### src/rtl/regfile_cmd_ctrl_pkg.sv
`default_nettype none
// ============================================================================
// Module      : regfile_cmd_pkg
// Description : Shared opcodes, error byte and FSM state encoding for the
//               register-file command front-end.
// Revision    : 1.0 - initial release
// ============================================================================
package regfile_cmd_pkg;

  localparam logic [7:0] CMD_WR   = 8'hAA;
  localparam logic [7:0] CMD_RD   = 8'hBB;
  localparam logic [7:0] ERR_BYTE = 8'hEE;

  typedef enum logic [2:0] {
    IDLE    = 3'd0,
    WR_ADDR = 3'd1,
    WR_DATA = 3'd2,
    RD_ADDR = 3'd3,
    RD_WAIT = 3'd4,
    TX_SEND = 3'd5
  } state_t;

endpackage : regfile_cmd_pkg
`default_nettype wire

### src/rtl/regfile_cmd_ctrl_if.sv
`default_nettype none
// ============================================================================
// Module      : regfile_cmd_ctrl_if
// Description : Bundle of UART RX/TX handshake and register-file signals seen
//               by the command front-end. slave = controller side,
//               master = environment side.
// Revision    : 1.0 - initial release
// ============================================================================
interface regfile_cmd_ctrl_if #(
  parameter int WIDTH = 8,
  parameter int ADDR  = 3
);

  logic [WIDTH-1:0] RX_Data;
  logic             RX_Valid;
  logic [WIDTH-1:0] RdData;
  logic             WrEn;
  logic             RdEn;
  logic [ADDR-1:0]  Address;
  logic [WIDTH-1:0] WrData;
  logic [WIDTH-1:0] TX_Data;
  logic             TX_Valid;
  logic             TX_Busy;
  logic             Busy;

  modport slave (
    input  RX_Data, RX_Valid, RdData, TX_Busy,
    output WrEn, RdEn, Address, WrData, TX_Data, TX_Valid, Busy
  );

  modport master (
    output RX_Data, RX_Valid, RdData, TX_Busy,
    input  WrEn, RdEn, Address, WrData, TX_Data, TX_Valid, Busy
  );

endinterface : regfile_cmd_ctrl_if
`default_nettype wire

### src/rtl/regfile_cmd_ctrl.sv
`default_nettype none
// ============================================================================
// Module      : regfile_cmd_ctrl
// Description : Decodes AA/BB command frames from the UART RX byte stream,
//               drives register-file write/read strobes and returns read data
//               as one byte over the TX valid/busy handshake.
//               Optional macro REGFILE_CMD_ERR_RESP_EN: unknown opcodes in
//               IDLE are answered with ERR_BYTE instead of being dropped.
// Revision    : 1.0 - initial release
// ============================================================================
module regfile_cmd_ctrl
  import regfile_cmd_pkg::*;
#(
  parameter int WIDTH = 8,
  parameter int ADDR  = 3
) (
  input  wire logic          clk,
  input  wire logic          rst,
  regfile_cmd_ctrl_if.slave  bus
);

  state_t r_state;

  // Command FSM with all outputs registered alongside the state.
  always_ff @(posedge clk) begin
    if (rst) begin
      r_state      <= IDLE;
      bus.WrEn     <= 1'b0;
      bus.RdEn     <= 1'b0;
      bus.Address  <= '0;
      bus.WrData   <= '0;
      bus.TX_Data  <= '0;
      bus.TX_Valid <= 1'b0;
      bus.Busy     <= 1'b0;
    end else begin
      // Strobes are single-cycle unless re-asserted below.
      bus.WrEn <= 1'b0;
      bus.RdEn <= 1'b0;
      case (r_state)
        IDLE: begin
          if (bus.RX_Valid) begin
            if (bus.RX_Data == WIDTH'(CMD_WR)) begin
              r_state  <= WR_ADDR;
              bus.Busy <= 1'b1;
            end else if (bus.RX_Data == WIDTH'(CMD_RD)) begin
              r_state  <= RD_ADDR;
              bus.Busy <= 1'b1;
            end
`ifdef REGFILE_CMD_ERR_RESP_EN
            else begin
              bus.TX_Data  <= WIDTH'(ERR_BYTE);
              bus.TX_Valid <= 1'b1;
              r_state      <= TX_SEND;
              bus.Busy     <= 1'b1;
            end
`endif
          end
        end
        WR_ADDR: begin
          if (bus.RX_Valid) begin
            bus.Address <= bus.RX_Data[ADDR-1:0];
            r_state     <= WR_DATA;
          end
        end
        WR_DATA: begin
          if (bus.RX_Valid) begin
            bus.WrData <= bus.RX_Data;
            bus.WrEn   <= 1'b1;
            r_state    <= IDLE;
            bus.Busy   <= 1'b0;
          end
        end
        RD_ADDR: begin
          // Stay here for the RdEn cycle so RD_WAIT lines up with the
          // cycle in which the register file presents RdData.
          if (bus.RdEn) begin
            r_state <= RD_WAIT;
          end else if (bus.RX_Valid) begin
            bus.Address <= bus.RX_Data[ADDR-1:0];
            bus.RdEn    <= 1'b1;
          end
        end
        RD_WAIT: begin
          bus.TX_Data  <= bus.RdData;
          bus.TX_Valid <= 1'b1;
          r_state      <= TX_SEND;
        end
        TX_SEND: begin
          if (!bus.TX_Busy) begin
            bus.TX_Valid <= 1'b0;
            r_state      <= IDLE;
            bus.Busy     <= 1'b0;
          end
        end
        default: begin
          r_state  <= IDLE;
          bus.Busy <= 1'b0;
        end
      endcase
    end
  end

endmodule : regfile_cmd_ctrl
`default_nettype wire

### src/flat_wrapper.sv
// flat-port wrapper written by rule: the top's interface ports become plain ports
module regfile_cmd_ctrl_flat import regfile_cmd_pkg::*;
#(
  parameter int WIDTH = 8,
  parameter int ADDR  = 3
)
  (clk, rst, bus_RX_Data, bus_RX_Valid, bus_RdData, bus_TX_Busy, bus_WrEn, bus_RdEn, bus_Address, bus_WrData, bus_TX_Data, bus_TX_Valid, bus_Busy);
  regfile_cmd_ctrl_if #(.WIDTH(WIDTH), .ADDR(ADDR)) bus_i ();
  input  wire logic clk;
  input  wire logic rst;
  input wire logic [$bits(bus_i.RX_Data)-1:0] bus_RX_Data;
  input wire logic [$bits(bus_i.RX_Valid)-1:0] bus_RX_Valid;
  input wire logic [$bits(bus_i.RdData)-1:0] bus_RdData;
  input wire logic [$bits(bus_i.TX_Busy)-1:0] bus_TX_Busy;
  output wire logic [$bits(bus_i.WrEn)-1:0] bus_WrEn;
  output wire logic [$bits(bus_i.RdEn)-1:0] bus_RdEn;
  output wire logic [$bits(bus_i.Address)-1:0] bus_Address;
  output wire logic [$bits(bus_i.WrData)-1:0] bus_WrData;
  output wire logic [$bits(bus_i.TX_Data)-1:0] bus_TX_Data;
  output wire logic [$bits(bus_i.TX_Valid)-1:0] bus_TX_Valid;
  output wire logic [$bits(bus_i.Busy)-1:0] bus_Busy;
  assign bus_i.RX_Data = bus_RX_Data;
  assign bus_i.RX_Valid = bus_RX_Valid;
  assign bus_i.RdData = bus_RdData;
  assign bus_i.TX_Busy = bus_TX_Busy;
  assign bus_WrEn = bus_i.WrEn;
  assign bus_RdEn = bus_i.RdEn;
  assign bus_Address = bus_i.Address;
  assign bus_WrData = bus_i.WrData;
  assign bus_TX_Data = bus_i.TX_Data;
  assign bus_TX_Valid = bus_i.TX_Valid;
  assign bus_Busy = bus_i.Busy;
  regfile_cmd_ctrl #(.WIDTH(WIDTH), .ADDR(ADDR)) u_core (.clk(clk), .rst(rst), .bus(bus_i));
endmodule
### config.mk
export PLATFORM = sky130hd
export DESIGN_NAME = regfile_cmd_ctrl_flat
export DESIGN_NICKNAME = d
export VERILOG_FILES = /design/src/rtl/regfile_cmd_ctrl_pkg.sv /design/src/rtl/regfile_cmd_ctrl_if.sv /design/src/rtl/regfile_cmd_ctrl.sv /design/src/flat_wrapper.sv
export SDC_FILE = /design/constraint.sdc
export NUM_CORES = 1
export LEC_CHECK = 0
export BUFFER_PORTS_ARGS = -buffer_cell sky130_fd_sc_hd__buf_2
export CELL_PAD_IN_SITES_DETAIL_PLACEMENT = 0
export CELL_PAD_IN_SITES_GLOBAL_PLACEMENT = 1
export CORE_ASPECT_RATIO = 0.75
export CORE_MARGIN = 3
export CORE_UTILIZATION = 34
export DETAILED_ROUTE_END_ITERATION = 10
export PLACE_DENSITY_LB_ADDON = 0.1
export SLEW_MARGIN = 10
export SYNTH_ARGS = -nofsm -noshare
export SYNTH_HDL_FRONTEND = slang
export SYNTH_SLANG_ARGS = --single-unit
### constraint.sdc
create_clock -name clk -period 1.8 [get_ports clk]
set_clock_uncertainty 0.1 [all_clocks]
set_input_delay 0.45 -clock clk [delete_from_list [all_inputs] [get_ports clk]]
set_output_delay 0.45 -clock clk [all_outputs]
set_load 0.01 [all_outputs]
==> Yosys cells after proc, flatten, opt, wreduce, memory -nomap -nowiden <==
Cells that the tools add are included.
{ "word_totals": {"reg_bits": 26, "in_bits": 20, "output_inout_bits": 23, "wordCells": 55} }
{ "op_classes": {"eq_ne": 14, "n_mux": 19, "n_bitwise": 3, "n_reduce_logical": 11} }
{ "ops": {"columns": ["operator", "count"], "rows": [
  ["$mux 3", 9],
  ["$pmux 3 s6", 1],
  ["$eq 8x8->1 const B", 2],
  ["$ne 2x2->1 const B", 5],
  ["$eq 3x2->1 const B", 2],
  ["$eq 3x3->1 const B", 2],
  ["$mux 1", 6],
  ["$pmux 3 s2", 1],
  ["$reduce_and 2->1", 3],
  ["$reduce_and 6->1", 1],
  ["$reduce_or 3->1", 2],
  ["$reduce_and 5->1", 1],
  ["$pmux 1 s4", 1],
  ["$reduce_bool 2->1", 2],
  ["$eq 3x1->1 const B", 1],
  ["$logic_not 3->1", 1],
  ["$ne 3x1->1 const B", 1],
  ["$not 1->1", 3],
  ["$ne 2x1->1 const B", 1],
  ["$pmux 1 s2", 1],
  ["$reduce_or 2->1", 1]
]} }

==> Depth between registers and ports, before layout <==
Gate-level depths: netlist of run 1.
{ "depth": {"depth_word": 5, "mapped_depth": 6, "depth_no_buf": 4} }

==> Worst setup path before layout of run 1 <==
No wires, ideal clock.
{ "synth_timing": {"kind": "input -> register", "from": "in bus_RX_Data[2]", "to": "reg u_core.r_state[0]", "setup_time_ps": 121, "t_arrival_ps": 1429, "required_ps": 1579, "setup_slack_ps": 149, "path_stages": 4, "n_path_buf": 0, "cell_sequence": "and4b_1 -> a31oi_4 -> a2111oi_4 -> mux2_4"} }
{ "synth_via": {"elab_chain_len": 4, "word_cells_on_any_way": 7, "classes_between": "eq/ne (3); mux (3); reduce/logical (1)"} }
{ "synth_lines": {"columns": ["element", "line_no", "source"], "rows": [
  ["start, declared", "flat_wrapper.sv:11", "input wire logic [$bits(bus_i.RX_Data)-1:0] bus_RX_Data;"],
  ["$eq 8x8->1", "regfile_cmd_ctrl.sv:42", "if (bus.RX_Data == WIDTH'(CMD_WR)) begin"],
  ["$mux 3", "regfile_cmd_ctrl.sv:42", null],
  ["$mux 3", "regfile_cmd_ctrl.sv:41", "if (bus.RX_Valid) begin"],
  ["$pmux 3 s6", "regfile_cmd_ctrl.sv:39", "case (r_state)"],
  ["end signal, assigned", "regfile_cmd_ctrl.sv:43", "r_state <= WR_ADDR;"],
  ["end signal, assigned", "regfile_cmd_ctrl.sv:46", "r_state <= RD_ADDR;"],
  ["end signal, assigned", "regfile_cmd_ctrl.sv:62", "r_state <= WR_DATA;"],
  ["end, declared", "regfile_cmd_ctrl.sv:22", "state_t r_state;"]
]} }
Parallel ways exist; a longest one is shown, timed or not. The select of a mux whose other input is x is not followed.
A chain may end at the register's enable or synchronous reset.

==> Worst setup path in the final report of run 1 <==
{ "layout_timing": {"from": "reg u_core.r_state[2]", "to": "reg u_core.r_state[0]"} }
{ "layout_via": {"elab_chain_len": 3, "word_cells_on_any_way": 14, "classes_between": "eq/ne (11); mux (1); reduce/logical (2)"} }
{ "layout_lines": {"columns": ["element", "line_no", "source"], "rows": [
  ["start signal, assigned", "regfile_cmd_ctrl.sv:27", "r_state <= IDLE;"],
  ["start signal, assigned", "regfile_cmd_ctrl.sv:43", null],
  ["start signal, assigned", "regfile_cmd_ctrl.sv:46", null],
  ["$eq 3x2->1 (tied with other cells)", "regfile_cmd_ctrl.sv:39", null],
  ["$ne 2x1->1 (no source line) (tied with other cells)", null, null],
  ["$reduce_and 6->1 (no source line)", null, null]
]} }
Parallel ways exist; a longest one is shown, timed or not.

==> impl_metrics.env, run 1 <==
export IMPL_rsz0062_at_grt="false"
export IMPL_cts_setup_buffers=0
export IMPL_antenna_found_initial=0
export IMPL_fin_crit_ns=1.706
export IMPL_clkLatencyLatePin_ns=0.27
export IMPL_synthCells=121
export IMPL_ant_nets=0
export IMPL_synth_edf_count=0
export IMPL_power_leakage_uw=0.0006424
export IMPL_clk_pin_slew_worst_paths_ns=0.09
export IMPL_crit_path_max_fanout=9
export IMPL_holdBufCountCts=0
export IMPL_endpoint_kind="register"
export IMPL_finalSetupViolCount=0
export IMPL_outcome="completed"
export IMPL_drv_slew=0
export IMPL_design_area_um2=1486
export IMPL_clock_sinks=26
export IMPL_fmax_mhz=586.1
export IMPL_grt_pass1_vias=965
export IMPL_yosys_warnings=0
export IMPL_drc=0
export IMPL_synth_cell_types=31
export IMPL_maxCapViolCount=0
export IMPL_drt_first_pass_iters=4
export IMPL_hold_violations=0
export IMPL_mappedNetlistArea_um2=1130
export IMPL_layout_drive_gt1_share_pct=37.28
export IMPL_utilization_pct=48.53
export IMPL_fin_tns_setup_ns=0
export IMPL_critPathArrivalTime_ns=1.77
export IMPL_wl_mm=2.558
export IMPL_io_pins=43
export IMPL_ir_drop_mv=0.5711
export IMPL_viasPerCell=4.792
export IMPL_io_buffers=42
export IMPL_postCtsResizedCells=0
export IMPL_die_w_um=72.57
export IMPL_routed_via_count=992
export IMPL_fillers=309
export IMPL_grt_usage_pct=13.15
export IMPL_die_y_um=55.92
export IMPL_crit_type="register to register"
export IMPL_overflow=0
export IMPL_async_reset_ff_share_pct=0
export IMPL_tritoncts_num_buffers=3
export IMPL_slew_headroom_pct=71.69
export IMPL_h_tree_depth=1
export IMPL_power_uw=1310
export IMPL_critPathLaunchType="register"
export IMPL_ys_seq_elements=26
export IMPL_cts_tree="yes"
export IMPL_dp_cells=203
export IMPL_coreArea_um2=3063
export IMPL_powerDensity_nw_per_um2=881.3
export IMPL_synth_flop_cell="dfxtp_1"
export IMPL_timing_final_crit_share_pct=94.79
export IMPL_clockBufferDepth=2
export IMPL_synth_nets=141
export IMPL_wire_per_inst_um=12.36
export IMPL_die_area_um2=4058
export IMPL_fin_nets=190
export IMPL_cts_root_buf="clkbuf_8"
export IMPL_start_util_pct=36.89
export IMPL_fin_cells=207
export IMPL_rows=17
export IMPL_drt_iter0_drc=48
export IMPL_required_ns=1.87
export IMPL_syn2layout_area_growth_pct=31.56
export IMPL_n_antenna_cell=0
export IMPL_register_area_um2=520.5
export IMPL_min_delay_path_class="input pin to register"
export IMPL_dpl_instance_area_um2=1415
export IMPL_grt_pass1_wl_mm=4.340
export IMPL_place_congestion=0.7820
export IMPL_grt_max_degree=20
export IMPL_worstMarginPinSlew_ns=0.4221
export IMPL_syn_avg_cell_area_um2=9.337
export IMPL_multi_input_area_um2=561.8
export IMPL_synth_seq_area_share_pct=46.07
export IMPL_hpwl_mm=1.963
[metrics by stage]
stage	setup slack, ns	hold slack [ns]
floorplan	0.1493	0.3805
global placement	0.02164	0.3419
detailed placement	-0.02202	0.3475
CTS	0.09709	0.3014
global route	0.01737	0.3020
finish	0.09379	0.3103
[flip-flops by register name (all words and copies together), names as in the netlist]
register,count
u_core.bus.TX_Data,8
u_core.bus.WrData,8
u_core.bus.Address,3
u_core.r_state,3
u_core.bus.Busy,1
u_core.bus.RdEn,1
u_core.bus.TX_Valid,1
u_core.bus.WrEn,1
[cell families (layout without fill, tap and decap cells)]
group                  count (synthesis)  count (layout)  share of synthesized area [%]
AND/OR/NAND/NOR                       52              52                          23.37
AO/OA/AOI/OAI                         19              19                          12.74
XOR/XNOR                               1               1                         0.7753
buffers and inverters                  9              57                          4.209
flip-flops                            26              26                          46.07
multiplexers                          14              14                          12.85
[synthesized netlist by cell type, types with 2 or more instances]
library cell	instances	share of area, %
dfxtp_1	26	46
nand2_1	19	6.3
nor2_1	15	5.0
mux2i_1	13	12
a21oi_1	11	4.9
nor2b_1	4	2.2
clkbuf_1	3	1.0
a31oi_1	2	1.1
buf_2	2	0.89
inv_1	2	0.66
nand2b_1	2	1.1
nor3_1	2	0.89
o21ai_0	2	0.89
[path summary, 6_finish.rpt]
check	start	endpoint	slack, ns	cells past startpoint
max	u_core.r_state[2]	u_core.r_state[0]	0.09	4
min	bus_RdData[1]	u_core.bus.TX_Data[1]	0.31	3
max reg2reg	u_core.r_state[2]	u_core.r_state[0]	0.09	4
min reg2reg	u_core.bus.WrData[3]	u_core.bus.WrData[3]	0.36	2
[worst max-delay path, cell delays in order, from the launching register on]
cell and delay, ns:
dfxtp_1 0.53, nor2b_1 0.15, buf_4 0.17, a2111oi_4 0.34
mux2_4 0.33
[layout by cell type, fill, tap and decap left out, types with 2 or more instances in the layout]
cell type / synthesis / layout
inv_1: 2 / 2
a31oi_1: 2 / 2
nor3_1: 2 / 2
a21oi_1: 11 / 11
buf_4: 1 / 9
nand2b_1: 2 / 2
dfxtp_1: 26 / 26
nor2b_1: 4 / 4
clkbuf_8: 0 / 3
nor2_1: 15 / 15
mux2i_1: 13 / 13
buf_2: 2 / 42
nand2_1: 19 / 19
o21ai_0: 2 / 2
[layout make-up]
cell class	count	area share, %
Multi-Input combinational cell	86	37.79
Inverter	2	0.5050
Clock inverter	1	2.020
Clock buffer	3	2.778
Sequential cell	26	35.02
Timing Repair Buffer	51	18.69
Tap cell	38	3.199
[routing by layer]
layer | GRT usage [%] | wire length [um] | vias to the layer above
met3 | 5.776 | 186 | 2
met2 | 19.92 | 1133 | 23
met1 | 17.73 | 1226 | 460
met5 | 0 | 0 | -
li1 | - | - | 507
met4 | 1.579 | 12 | 0
[power by group]
part	switching, uW	internal, uW
logic	101	109
clock network	184	297
registers	23.5	594
total	309	1000
No activity file was read; power rests on OpenSTA's default activity.
==> run 2: changes to the inputs <==
- MAX_ROUTING_LAYER: unset -> met4
- SLEW_MARGIN: 10 -> unset
==> impl_metrics.env, run 2 (same netlist as run 1, synthesis figures left out) <==
export IMPL_drv_slew=0
export IMPL_critPathCapture="u_core.r_state[0]"
export IMPL_required_ns=1.87
export IMPL_h_tree_depth=1
export IMPL_cts_root_buf="clkbuf_8"
export IMPL_maxCapViolCount=0
export IMPL_overflow=0
export IMPL_slew_headroom_pct=71.69
export IMPL_worstMarginPinSlew_ns=0.4221
export IMPL_rows=17
export IMPL_min_delay_path_class="input pin to register"
export IMPL_die_y_um=55.92
export IMPL_whs_ns=0.3107
export IMPL_cts_tree="yes"
export IMPL_power_leakage_uw=0.0006424
export IMPL_rr_startpoint="u_core.r_state[2]"
export IMPL_postCtsResizedCells=0
export IMPL_grt_pass1_vias=965
export IMPL_viasPerCell=4.792
export IMPL_utilization_pct=48.53
export IMPL_clock_sinks=26
export IMPL_drc=0
export IMPL_drt_iter0_drc=48
export IMPL_outcome="completed"
export IMPL_reg_top3="u_core.bus.TX_Data x8, u_core.bus.WrData x8"
export IMPL_rsz0062_at_grt="false"
export IMPL_reg2reg_depth=4
export IMPL_fin_tns_setup_ns=0
export IMPL_reg2reg_slack_ns=0.09
export IMPL_endpoint_kind="register"
export IMPL_n_antenna_cell=0
export IMPL_final_setup_worst_slack_ns=0.09390
export IMPL_start_util_pct=36.89
export IMPL_clockBufferDepth=2
export IMPL_crit_type="register to register"
export IMPL_fillers=309
export IMPL_wl_mm=2.555
export IMPL_antenna_found_initial=0
export IMPL_ant_nets=0
export IMPL_grt_usage_pct=13.51
export IMPL_die_area_um2=4058
export IMPL_ir_drop_mv=0.5698
export IMPL_dp_slack_ns=-0.02202
export IMPL_crit_start="u_core.r_state[2]"
export IMPL_clkLatencyLatePin_ns=0.27
export IMPL_r2r_end="u_core.r_state[0]"
export IMPL_layout_common_cells="buf_2 (42), dfxtp_1 (26), nand2_1 (19)"
export IMPL_hpwl_mm=1.963
export IMPL_fmax_mhz=586.1
export IMPL_io_buffers=42
export IMPL_layout_commonest_cell="buf_2"
export IMPL_fin_nets=190
export IMPL_place_congestion=0.7929
export IMPL_fin_crit_ns=1.706
export IMPL_layout_drive_gt1_share_pct=37.28
export IMPL_drt_first_pass_iters=4
export IMPL_holdBufCountCts=0
export IMPL_wire_per_inst_um=12.34
export IMPL_crit_path_max_fanout=9
export IMPL_coreArea_um2=3063
export IMPL_clk_pin_slew_worst_paths_ns=0.09
export IMPL_finalSetupViolCount=0
export IMPL_routed_via_count=992
export IMPL_cts_setup_buffers=0
export IMPL_syn2layout_area_growth_pct=31.56
export IMPL_grt_max_degree=20
export IMPL_critPathArrivalTime_ns=1.77
export IMPL_die_w_um=72.57
export IMPL_critPathLaunchType="register"
export IMPL_hold_violations=0
export IMPL_grt_pass1_wl_mm=4.340
export IMPL_timing_final_crit_share_pct=94.78
export IMPL_tritoncts_num_buffers=3
export IMPL_powerDensity_nw_per_um2=880.8
export IMPL_io_pins=43
run 2: worst min path at each step:
stage,to,startpoint,depth (start not counted)
4_1_cts,u_core.bus.TX_Data[1],bus_RdData[1],3
3_5_place_dp,u_core.bus.WrData[3],u_core.bus.WrData[3],2
3_3_place_gp,u_core.bus.WrData[4],u_core.bus.WrData[4],2
6_report,u_core.bus.TX_Data[1],bus_RdData[1],3
2_1_floorplan,u_core.bus.WrData[0],u_core.bus.WrData[0],2
5_1_grt,u_core.bus.TX_Data[3],bus_RdData[3],3
run 2: stage by stage:
| stage | cells | total power [uW] | area, um^2 |
|---|---|---|---|
| floorplan | 121 | 764.1 | 1130 |
| global placement | 203 | 839.4 | 1415 |
| detailed placement | 203 | 842.4 | 1415 |
| CTS | 207 | 1330 | 1486 |
| global route | 207 | 1383 | 1486 |
| finish | 207 | 1309 | 1486 |
run 2: area by class of cell:
type / instances / area [um^2] / share of cell area [%]
clock buffer: 3 / 41.29 / 2.778
clock inverter: 1 / 30.03 / 2.020
inverter: 2 / 7.507 / 0.5050
multi-input combinational: 86 / 561.8 / 37.79
sequential: 26 / 520.5 / 35.02
tap: 38 / 47.55 / 3.199
timing repair buffer: 51 / 277.8 / 18.69
run 2: layer usage:
layer / vias up / routed length, um / track usage [%]
li1: 507 / - / -
met1: 456 / 1213 / 18.06
met2: 27 / 1134 / 19.92
met3: 2 / 195 / 5.235
met4: 0 / 12 / 1.579
met5: - / 0 / -
run 2: report_power, final:
part | leakage (uW) | total, uW | switching [uW] | internal [uW]
registers | 0.000210 | 617 | 23.5 | 594
logic | 0.000397 | 211 | 101 | 109
clock network | 0.0000357 | 481 | 184 | 297
total | 0.000642 | 1310 | 309 | 1000
run 2: critical path, cell delays in order, from the launching register on:
cell,delay [ns]
dfxtp_1,0.53
nor2b_1,0.15
buf_4,0.17
a2111oi_4,0.34
mux2_4,0.33
==> run 3: changes to the inputs <==
- ABC_AREA: unset -> 1
- CORE_ASPECT_RATIO: 0.75 -> unset
- CORE_UTILIZATION: 34 -> 29
- clock period: 1.8 -> 1.4 ns (I/O delays scaled with it)
==> impl_metrics.env, run 3 <==
export IMPL_die_w_um=68
export IMPL_whs_path_depth=3
export IMPL_grt_max_degree=15
export IMPL_synth_cell_types=21
export IMPL_rows=21
export IMPL_powerDensity_nw_per_um2=1660
export IMPL_slew_headroom_pct=86.37
export IMPL_finalSetupViolCount=0
export IMPL_synth_flop_cell="dfxtp_1"
export IMPL_wl_mm=2.744
export IMPL_crit_buf_inv=1
export IMPL_n_antenna_cell=0
export IMPL_utilization_pct=41.40
export IMPL_overflow=0
export IMPL_power_leakage_uw=0.0007448
export IMPL_fin_nets=219
export IMPL_fin_crit_ns=1.302
export IMPL_crit_type="register to register"
export IMPL_h_tree_depth=1
export IMPL_yosysTopAreaCell="dfxtp_1"
export IMPL_outcome="completed"
export IMPL_critPathLaunchType="register"
export IMPL_path_depth=8
export IMPL_synthCells=151
export IMPL_drt_iter0_drc=60
export IMPL_ys_top_cells_by_count="nor2_1 (38), dfxtp_1 (26), nand2_1 (24)"
export IMPL_endpoint_kind="register"
export IMPL_clock_sinks=26
export IMPL_cp_top_family="simple AND/OR/NAND/NOR gates"
export IMPL_drc=0
export IMPL_cts_root_buf="clkbuf_8"
export IMPL_dpl_instance_area_um2=1399
export IMPL_synth_edf_count=0
export IMPL_syn_avg_cell_area_um2=7.383
export IMPL_synth_seq_area_share_pct=46.69
export IMPL_clkLatencyLatePin_ns=0.27
export IMPL_wire_per_inst_um=11.25
export IMPL_syn2layout_area_growth_pct=30.75
export IMPL_hold_violations=0
export IMPL_required_ns=1.46
export IMPL_fillers=390
export IMPL_async_reset_ff_share_pct=0
export IMPL_dp_cells=240
export IMPL_reg2reg_slack_ns=0.1
export IMPL_yosys_warnings=0
export IMPL_cts_tree="yes"
export IMPL_maxCapViolCount=0
export IMPL_grt_pass1_wl_mm=4.629
export IMPL_design_area_um2=1458
export IMPL_die_y_um=68
export IMPL_ir_drop_mv=0.5947
export IMPL_worstMarginPinSlew_ns=0.2037
export IMPL_io_buffers=42
export IMPL_io_pins=43
export IMPL_ant_nets=0
export IMPL_hpwl_mm=2.115
export IMPL_start_util_pct=31.66
export IMPL_place_congestion=0.8030
export IMPL_critPathArrivalTime_ns=1.37
export IMPL_drt_first_pass_iters=2
export IMPL_clockBufferDepth=2
export IMPL_routed_via_count=1075
export IMPL_grt_pass1_vias=1048
export IMPL_tritoncts_num_buffers=3
export IMPL_cpMaxStageDelayCell="dfxtp_2"
export IMPL_cp_slowest_stage_delay_ns=0.35
export IMPL_fin_tns_setup_ns=0
export IMPL_rsz0062_at_grt="false"
export IMPL_fmax_mhz=768.0
export IMPL_ys_seq_elements=26
export IMPL_layout_commonest_cell="buf_2"
export IMPL_min_delay_path_class="input pin to register"
export IMPL_crit_chain="inv_2, nand3_2, nor2_2, nor2_2, nand3_2, nand2_1, nand2_1, nor2_1"
export IMPL_drv_slew=0
export IMPL_clk_pin_slew_worst_paths_ns=0.09
export IMPL_antenna_found_initial=0
export IMPL_viasPerCell=4.406
export IMPL_fin_cells=244
export IMPL_cts_setup_buffers=0
export IMPL_coreArea_um2=3521
export IMPL_layout_drive_gt1_share_pct=37.37
export IMPL_reg_top3="u_core.bus.TX_Data x8, u_core.bus.WrData x8"
export IMPL_die_area_um2=4624
export IMPL_yosysMostFrequentCell="nor2_1"
export IMPL_timing_final_crit_share_pct=93.01
export IMPL_grt_usage_pct=13.51
export IMPL_crit_path_max_fanout=6
export IMPL_register_area_um2=524.3
export IMPL_synth_nets=171
export IMPL_layout_common_cells="buf_2 (42), nor2_1 (38), nand2_1 (24)"
export IMPL_ys_top_cells_by_area="dfxtp_1 (47%), nor2_1 (13%), nand2_1 (8.1%)"
export IMPL_reg2reg_depth=8
export IMPL_multi_input_area_um2=516.7
export IMPL_mappedNetlistArea_um2=1115
export IMPL_synth_top_area_share_pct=46.69
export IMPL_power_uw=2420
run 3: power by group:
group	internal (uW)	total [uW]	leakage (uW)	switching (uW)
Sequential	930	1040	0.000213	111
Clock	251	485	0.0000288	234
Combinational	356	894	0.000503	538
run 3: worst paths after layout:
kind	to	from
setup / recovery	u_core.r_state[0]	u_core.r_state[2]
hold / removal	u_core.bus.TX_Data[2]	bus_RdData[2]
setup reg to reg	u_core.r_state[0]	u_core.r_state[2]
hold reg to reg	u_core.bus.Address[0]	u_core.bus.Address[0]
run 3: kinds of logic after synthesis:
| logic type | count (synthesis) | share of synthesized area (%) |
|---|---|---|
| buf+inv | 18 | 6.958 |
| flops | 26 | 46.69 |
| compound gates | 29 | 14.59 |
| simple gates | 78 | 31.76 |
run 3: cell type report:
class / instances / area share, %
flip-flops and latches: 26 / 35.97
multi-input cells: 107 / 35.45
repair buffers: 48 / 17.51
well taps: 46 / 3.948
clock buffers: 4 / 3.777
inverters: 13 / 3.348
run 3: timing repair:
| item | 4_1_cts | 5_1_grt |
|---|---|---|
| hold buffers | 0 | 0 |
| gates resized for setup | 0 | 3 |
| setup endpoints to repair | 0 | 14 |
run 3: worst min-delay path, cell delays in order:
cell	delay [ns]
buf_2	0.07
nor2_1	0.03
nor2_1	0.08
run 3: per-stage QoR:
stage	worst slack, ns	hold slack, ns
2_1_floorplan	0.1715	0.3191
3_3_place_gp	-0.001247	0.3478
3_5_place_dp	-0.008157	0.3524
4_1_cts	0.04710	0.1975
5_1_grt	0.01411	0.2084
6_report	0.09785	0.2025
run 3: per-layer routing:
metal  GRT usage (%)  vias up  wire (um)
met1           17.80      471       1370
met3           2.463        4        135
met2           20.82       26       1200
met5               -        -          0
li1                -      574          -
met4           4.467        0         38
